[src/rtl/result_writeback_if.sv]
// Result writeback bus: command/status, result-buffer read port and DMA write port.
// "slave" is the writeback engine's view of the bus.
// "master" is the view of whatever drives the engine.
interface result_writeback_if #(
    parameter int DATA_W = 256
);
    logic                  start;
    logic [31:0]           addr_base_c;
    logic [31:0]           m;
    logic [31:0]           n;
    logic                  tile_valid;
    logic                  tile_ack;
    logic                  buf_rd_en;
    logic [15:0]           buf_rd_addr;
    logic [DATA_W-1:0]     buf_rd_data;
    logic                  dma_start;
    logic [31:0]           dma_addr;
    logic [DATA_W-1:0]     dma_data;
    logic [DATA_W/8-1:0]   dma_strb;
    logic                  dma_done;
    logic                  busy;
    logic                  done;

    modport slave (
        input  start, addr_base_c, m, n, tile_valid, buf_rd_data, dma_done,
        output tile_ack, buf_rd_en, buf_rd_addr, dma_start, dma_addr, dma_data,
               dma_strb, busy, done
    );

    modport master (
        output start, addr_base_c, m, n, tile_valid, buf_rd_data, dma_done,
        input  tile_ack, buf_rd_en, buf_rd_addr, dma_start, dma_addr, dma_data,
               dma_strb, busy, done
    );
endinterface

[src/rtl/result_writeback.sv]
// result_writeback: drains finished SIZE x SIZE C tiles from the result buffer.
// It issues one DMA write per beat into a row-major int32 M x N matrix.
// Tiles are visited m-outer / n-inner. Rows beyond m are skipped.
// Columns beyond n are masked with byte strobes.
// Optional feature macro WB_RELU_EN: zero negative elements on the way out
// (ReLU at writeback). This adds no cycles.
module result_writeback #(
    parameter int SIZE   = 16,
    parameter int DATA_W = 256,
    parameter int ELEM_W = 32
) (
    input  logic             clk,
    input  logic             rstn,
    result_writeback_if.slave bus
);
    localparam int EPB    = DATA_W / ELEM_W;   // elements per beat
    localparam int BPR    = SIZE / EPB;        // beats per tile row
    localparam int BPE    = ELEM_W / 8;        // bytes per element
    localparam int STRB_W = DATA_W / 8;

    typedef enum logic [2:0] {
        IDLE, WAIT_TILE, RD_BUF, ISSUE, WAIT_DONE, ADVANCE, FINISH
    } state_t;

    state_t              state_reg;
    logic [31:0]         base_reg, m_reg, n_reg;
    logic [31:0]         m_cnt_reg, n_cnt_reg;
    logic [7:0]          row_cnt_reg, beat_cnt_reg;

    logic                tile_ack_reg, buf_rd_en_reg, dma_start_reg, done_reg;
    logic [15:0]         buf_rd_addr_reg;
    logic [31:0]         dma_addr_reg;
    logic [DATA_W-1:0]   dma_data_reg;
    logic [STRB_W-1:0]   dma_strb_reg;

    // First column of the current beat. Compares use 33 bits so that n near 2^32 cannot wrap.
    logic [32:0]         col_base_w, next_col_w;
    logic [31:0]         row_abs, elem_idx, addr_next;
    logic [EPB-1:0]      elem_valid;
    logic [STRB_W-1:0]   strb_next;
    logic [DATA_W-1:0]   data_next;
    logic                beat_more, row_more, n_wrap, m_last;

    assign col_base_w = 33'(n_cnt_reg) + 33'(beat_cnt_reg) * 33'(EPB);
    assign next_col_w = col_base_w + 33'(EPB);

    // Byte address of the current beat. The arithmetic intentionally wraps mod 2^32.
    assign row_abs   = m_cnt_reg + 32'(row_cnt_reg);
    assign elem_idx  = row_abs * n_reg + n_cnt_reg + 32'(beat_cnt_reg) * 32'(EPB);
    assign addr_next = base_reg + elem_idx * 32'(BPE);

    // Next position inside the tile. A beat with no valid column is never visited.
    // A row beyond m is never visited either.
    assign beat_more = (32'(beat_cnt_reg) + 32'd1 < 32'(BPR)) && (next_col_w < 33'(n_reg));
    assign row_more  = (32'(row_cnt_reg) + 32'd1 < 32'(SIZE)) &&
                       (33'(m_cnt_reg) + 33'(row_cnt_reg) + 33'd1 < 33'(m_reg));
    assign n_wrap    = (33'(n_cnt_reg) + 33'(SIZE)) >= 33'(n_reg);
    assign m_last    = (33'(m_cnt_reg) + 33'(SIZE)) >= 33'(m_reg);

    generate
        for (genvar gi = 0; gi < EPB; gi++) begin : g_strb
            // One strobe byte per element byte, set only for columns below n.
            assign elem_valid[gi] = (col_base_w + 33'(gi)) < 33'(n_reg);
            assign strb_next[gi*BPE +: BPE] = {BPE{elem_valid[gi]}};
        end
    endgenerate

`ifdef WB_RELU_EN
    generate
        for (genvar gi = 0; gi < EPB; gi++) begin : g_relu
            // Negative elements are written as zero.
            assign data_next[gi*ELEM_W +: ELEM_W] =
                bus.buf_rd_data[gi*ELEM_W + ELEM_W - 1] ? '0 : bus.buf_rd_data[gi*ELEM_W +: ELEM_W];
        end
    endgenerate
`else
    assign data_next = bus.buf_rd_data;
`endif

    // Control FSM. All outputs are registered and pulse outputs default low every cycle.
    always_ff @(posedge clk or negedge rstn) begin
        if (!rstn) begin
            state_reg       <= IDLE;
            base_reg        <= '0;
            m_reg           <= '0;
            n_reg           <= '0;
            m_cnt_reg       <= '0;
            n_cnt_reg       <= '0;
            row_cnt_reg     <= '0;
            beat_cnt_reg    <= '0;
            tile_ack_reg    <= 1'b0;
            buf_rd_en_reg   <= 1'b0;
            buf_rd_addr_reg <= '0;
            dma_start_reg   <= 1'b0;
            dma_addr_reg    <= '0;
            dma_data_reg    <= '0;
            dma_strb_reg    <= '0;
            done_reg        <= 1'b0;
        end else begin
            tile_ack_reg  <= 1'b0;
            buf_rd_en_reg <= 1'b0;
            dma_start_reg <= 1'b0;
            done_reg      <= 1'b0;
            case (state_reg)
                IDLE: begin
                    if (bus.start) begin
                        base_reg     <= bus.addr_base_c;
                        m_reg        <= bus.m;
                        n_reg        <= bus.n;
                        m_cnt_reg    <= '0;
                        n_cnt_reg    <= '0;
                        row_cnt_reg  <= '0;
                        beat_cnt_reg <= '0;
                        if (bus.m == 32'd0 || bus.n == 32'd0) begin
                            done_reg  <= 1'b1;
                            state_reg <= FINISH;
                        end else begin
                            state_reg <= WAIT_TILE;
                        end
                    end
                end
                WAIT_TILE: begin
                    // Counters are already at {0,0} for a fresh tile.
                    if (bus.tile_valid) begin
                        buf_rd_en_reg   <= 1'b1;
                        buf_rd_addr_reg <= {row_cnt_reg, beat_cnt_reg};
                        state_reg       <= RD_BUF;
                    end
                end
                RD_BUF: begin
                    state_reg <= ISSUE;
                end
                ISSUE: begin
                    // Read data is valid this cycle. It is held in the dma_* registers until the next beat.
                    dma_data_reg  <= data_next;
                    dma_addr_reg  <= addr_next;
                    dma_strb_reg  <= strb_next;
                    dma_start_reg <= 1'b1;
                    state_reg     <= WAIT_DONE;
                end
                WAIT_DONE: begin
                    if (bus.dma_done) begin
                        state_reg <= ADVANCE;
                    end
                end
                ADVANCE: begin
                    if (beat_more) begin
                        beat_cnt_reg    <= beat_cnt_reg + 8'd1;
                        buf_rd_en_reg   <= 1'b1;
                        buf_rd_addr_reg <= {row_cnt_reg, beat_cnt_reg + 8'd1};
                        state_reg       <= RD_BUF;
                    end else if (row_more) begin
                        row_cnt_reg     <= row_cnt_reg + 8'd1;
                        beat_cnt_reg    <= '0;
                        buf_rd_en_reg   <= 1'b1;
                        buf_rd_addr_reg <= {row_cnt_reg + 8'd1, 8'd0};
                        state_reg       <= RD_BUF;
                    end else begin
                        tile_ack_reg <= 1'b1;
                        row_cnt_reg  <= '0;
                        beat_cnt_reg <= '0;
                        if (n_wrap) begin
                            n_cnt_reg <= '0;
                            m_cnt_reg <= m_cnt_reg + 32'(SIZE);
                        end else begin
                            n_cnt_reg <= n_cnt_reg + 32'(SIZE);
                        end
                        if (m_last && n_wrap) begin
                            done_reg  <= 1'b1;
                            state_reg <= FINISH;
                        end else begin
                            state_reg <= WAIT_TILE;
                        end
                    end
                end
                FINISH: begin
                    state_reg <= IDLE;
                end
                default: begin
                    state_reg <= IDLE;
                end
            endcase
        end
    end

    assign bus.tile_ack    = tile_ack_reg;
    assign bus.buf_rd_en   = buf_rd_en_reg;
    assign bus.buf_rd_addr = buf_rd_addr_reg;
    assign bus.dma_start   = dma_start_reg;
    assign bus.dma_addr    = dma_addr_reg;
    assign bus.dma_data    = dma_data_reg;
    assign bus.dma_strb    = dma_strb_reg;
    assign bus.done        = done_reg;
    assign bus.busy        = (state_reg != IDLE);
endmodule

[src/flat_wrapper.sv]
// flat-port wrapper written by rule: the top's interface ports become plain ports
module result_writeback_flat 
#(
    parameter int SIZE   = 16,
    parameter int DATA_W = 256,
    parameter int ELEM_W = 32
)
  (clk, rstn, bus_start, bus_addr_base_c, bus_m, bus_n, bus_tile_valid, bus_buf_rd_data, bus_dma_done, bus_tile_ack, bus_buf_rd_en, bus_buf_rd_addr, bus_dma_start, bus_dma_addr, bus_dma_data, bus_dma_strb, bus_busy, bus_done);
  result_writeback_if #(.DATA_W(DATA_W)) bus_i ();
  input  logic clk;
  input  logic rstn;
  input wire logic [$bits(bus_i.start)-1:0] bus_start;
  input wire logic [$bits(bus_i.addr_base_c)-1:0] bus_addr_base_c;
  input wire logic [$bits(bus_i.m)-1:0] bus_m;
  input wire logic [$bits(bus_i.n)-1:0] bus_n;
  input wire logic [$bits(bus_i.tile_valid)-1:0] bus_tile_valid;
  input wire logic [$bits(bus_i.buf_rd_data)-1:0] bus_buf_rd_data;
  input wire logic [$bits(bus_i.dma_done)-1:0] bus_dma_done;
  output wire logic [$bits(bus_i.tile_ack)-1:0] bus_tile_ack;
  output wire logic [$bits(bus_i.buf_rd_en)-1:0] bus_buf_rd_en;
  output wire logic [$bits(bus_i.buf_rd_addr)-1:0] bus_buf_rd_addr;
  output wire logic [$bits(bus_i.dma_start)-1:0] bus_dma_start;
  output wire logic [$bits(bus_i.dma_addr)-1:0] bus_dma_addr;
  output wire logic [$bits(bus_i.dma_data)-1:0] bus_dma_data;
  output wire logic [$bits(bus_i.dma_strb)-1:0] bus_dma_strb;
  output wire logic [$bits(bus_i.busy)-1:0] bus_busy;
  output wire logic [$bits(bus_i.done)-1:0] bus_done;
  assign bus_i.start = bus_start;
  assign bus_i.addr_base_c = bus_addr_base_c;
  assign bus_i.m = bus_m;
  assign bus_i.n = bus_n;
  assign bus_i.tile_valid = bus_tile_valid;
  assign bus_i.buf_rd_data = bus_buf_rd_data;
  assign bus_i.dma_done = bus_dma_done;
  assign bus_tile_ack = bus_i.tile_ack;
  assign bus_buf_rd_en = bus_i.buf_rd_en;
  assign bus_buf_rd_addr = bus_i.buf_rd_addr;
  assign bus_dma_start = bus_i.dma_start;
  assign bus_dma_addr = bus_i.dma_addr;
  assign bus_dma_data = bus_i.dma_data;
  assign bus_dma_strb = bus_i.dma_strb;
  assign bus_busy = bus_i.busy;
  assign bus_done = bus_i.done;
  result_writeback #(.SIZE(SIZE), .DATA_W(DATA_W), .ELEM_W(ELEM_W)) u_core (.clk(clk), .rstn(rstn), .bus(bus_i));
endmodule
[config.mk]
export PLATFORM = sky130hd
export DESIGN_NAME = result_writeback_flat
export DESIGN_NICKNAME = d
export VERILOG_FILES = /design/src/rtl/result_writeback_if.sv /design/src/rtl/result_writeback.sv /design/src/flat_wrapper.sv
export SDC_FILE = /design/constraint.sdc
export NUM_CORES = 2
export LEC_CHECK = 0
export CAP_MARGIN = 10
export CORE_MARGIN = 5
export CORE_UTILIZATION = 51
export CTS_BUF_LIST = sky130_fd_sc_hd__clkbuf_4
export CTS_CLUSTER_DIAMETER = 40
export DETAILED_ROUTE_END_ITERATION = 6
export PLACE_DENSITY_LB_ADDON = 0.05
export SLEW_MARGIN = 20
export SYNTH_ARGS = -nofsm -noshare
export SYNTH_HDL_FRONTEND = slang
export SYNTH_SLANG_ARGS = --single-unit
[constraint.sdc]
create_clock -name clk -period 10.7 [get_ports clk]
set_input_delay 1.07 -clock clk [delete_from_list [all_inputs] [get_ports clk]]
set_output_delay 1.07 -clock clk [all_outputs]
set_load 0.1 [all_outputs]
==> results.cfg <==
[timing]
post-route-period-util_pct = 96.0
finalHoldViolations = 0
tightest_slew_ns = 1.13
setup_tns_ns = 0
maxSlewViolCount = 0
fin_crit_ns = 10.27
setup_viol = 0
clock_skew_ns = 0.0794
slew_headroom_pct = 24.2
setup_slack_ns = 0.431
hold_ws_ns = 0.449
max_freq_mhz = 97.4

[grt]
met2_usage_pct = 51.0
grt_pass1_wl_um = 231000
grt_use_met3_pct = 8.88
antenna_found_initial = 11
grt_pass1_vias = 38470
grtUsageTotal_pct = 31.8
met1_usage_pct = 42.3
grt.overflow.total = 0
grt_max_degree = 153
busiest_layer = met2

[clock_network]
clk_latency_ns = 1.06
cts_buffer_depth = 3
htree_num_levels = 4
cts_sinks = 487
cts_tree = yes
clock-root-buffer = clkbuf_4
numCtsBuffers = 147
clk_pin_slew_worst_paths_ns = 0.06

[drt]
drtPass1Iterations = 7
ant_nets = 0
drc = 0
vias = 38213
viasPerCell = 5.37
avgRoutedWirePerCell_um = 21.1
drtIter0Drc = 3061
wl_um = 151000

[worst_setup_path]
r2r-start = u_core.m_cnt_reg[5]$_DFFE_PN0P_
crit_path_top_delay_cell = fa_1
path_class = flop to flop
cp.arrival_ns = 11.14
worstPathRequired_ns = 11.57
cp_common_cell = fa_1
crit_path_max_fanout = 7
crit_path_start = u_core.m_cnt_reg[5]$_DFFE_PN0P_
start_kind = flop
cp_slowest_stage_delay_ns = 0.54
worstSetupEndpointType = flop

[placement]
post-place-ws_ns = -0.0672
dpl_cell_area_mm2 = 0.0524
io_buffers = 697
dp_hpwl_um = 120000
routabilityCongestion = 0.955
placed_cells = 6851

[die]
die_h_um = 305
die-area_mm2 = 0.0932
pin_count = 698
die_w_um = 305
initial_utilization_pct = 51.3
rows = 108
core_area_mm2 = 0.0866

[finish]
num-fill-cells = 7672
syn_to_final_growth_pct = 22.8
final_nets = 6985
largest_register_ffs = 256
seqCellArea_mm2 = 0.0122
final_cell_mix = 1350 x nand2_1, 689 x clkdlybuf4s50_1, 603 x inv_1
instances_no_fill = 7119
final_cell_area_mm2 = 0.0546
multi_input_area_mm2 = 0.0291
post_route_cells_drive_above_1_share_pct = 7.15
final_common_cell = nand2_1

[pwr]
power_density_mw_per_mm2 = 267
ir_worst_vdd_v = 0.000435
p_leak_nw = 28.0

[worst_hold_path]
holdCritPathClass = flop to flop
min-delay-start = u_core.base_reg[0]$_DFFE_PN0P_

[flow_run]
drv_cap = 0

[synth]
synthCells = 5178
synth-seq-cells = 487
synth_area_mm2 = 0.0444
ys_seq_area_share_pct = 27.4
synth_edf_count = 0
async_reset_ff_share_pct = 100
yosysWarnings = 0
avgSynthCellArea_um2 = 8.58
synthDistinctLibCells = 96
ys.flop_type = dfrtp_1

[run_status]
status = finished, final reports clean
==> critical path, delay by kind of cell, from the launching register on <==
| family | cells | cell delay, ns |
|---|---|---|
| AND/OR/NAND/NOR | 3 | 1.06 |
| AO/OA/AOI/OAI | 18 | 3.43 |
| XOR/XNOR | 2 | 0.40 |
| buffers and inverters | 4 | 0.19 |
| flip-flops | 1 | 0.45 |
| adder cells (fa/ha/maj) | 11 | 4.51 |
==> through the flow <==
step	utilization [%]	power [mW]
2_1_floorplan	-	10.1
3_3_place_gp	60.5	12.7
3_5_place_dp	60.5	12.8
4_1_cts	62.6	14.7
5_1_grt	63.0	15.4
6_report	63.0	14.6
==> power breakdown <==
part           switching [mW]  internal [mW]
Sequential              0.660           2.60
Combinational            7.24           2.30
Clock                   0.876          0.920
==> cell type report <==
type | instances | area share (%)
inverters | 614 | 4.24
clock buffers | 209 | 2.87
well taps | 1155 | 2.65
diodes | 16 | 0.0733
flip-flops and latches | 487 | 22.3
clock inverters | 39 | 0.385
repair buffers | 788 | 14.1
multi-input cells | 3811 | 53.3
==> cell families after synthesis <==
group / synth area share (%)
and+or+nand+nor: 20.6
buffers and inverters: 7.82
adders and majority gates: 28.5
AOI/OAI and AO/OA: 9.11
DFF: 27.4
xor gates and xnor gates: 6.39
muxes: 0.152
other: 0.00844
==> synthesized netlist by cell type, types with 16 or more instances <==
master / number / area, µm²
a21o_1: 110 / 826
a21oi_1: 138 / 691
a32o_1: 21 / 210
and2_1: 143 / 895
and3_1: 37 / 231
buf_1: 16 / 60.1
buf_2: 36 / 180
buf_4: 27 / 203
clkbuf_1: 184 / 691
dfrtp_1: 487 / 12200
fa_1: 387 / 7750
ha_1: 392 / 4900
inv_1: 603 / 2260
nand2_1: 1351 / 5070
nand2b_1: 33 / 206
nand3_1: 83 / 415
nand4_1: 61 / 382
nor2_1: 208 / 781
nor2b_1: 29 / 181
nor3_1: 34 / 170
nor4_1: 34 / 213
o21a_1: 24 / 180
o21ai_0: 190 / 951
or2_2: 17 / 106
xnor2_1: 205 / 1800
xor2_1: 94 / 823
==> metal layers <==
metal / share of wire (%) / vias to the layer above
met4: 3.2 / 2
li1: - / 17899
met2: 46 / 1494
met3: 8.7 / 273
met1: 42 / 18545
met5: 0.0086 / -
==> timing repair <==
item / 4_1_cts / 5_1_grt
setup endpoints to repair: 1 / 2
resized for setup: 6 / 56
buffers inserted: 0 / 2
pin swaps: 0 / 7
hold buffers: 1 / 0
endpoints found under the hold margin: 16 / 0
==> worst paths after layout <==
kind                                                        end  slack (ns)  cells past startpoint
max                         u_core.bus.dma_addr[31]$_DFFE_PN0P_        0.43                     38
min                          u_core.bus.dma_addr[0]$_DFFE_PN0P_        0.45                      2
max reg2reg                 u_core.bus.dma_addr[31]$_DFFE_PN0P_        0.43                     38
min reg2reg                  u_core.bus.dma_addr[0]$_DFFE_PN0P_        0.45                      2
max in group asynchronous  u_core.bus.dma_data[103]$_DFFE_PN0P_        8.59                      3
min in group asynchronous   u_core.bus.dma_addr[28]$_DFFE_PN0P_        0.68                      2
No activity file was read; power rests on OpenSTA's default activity.
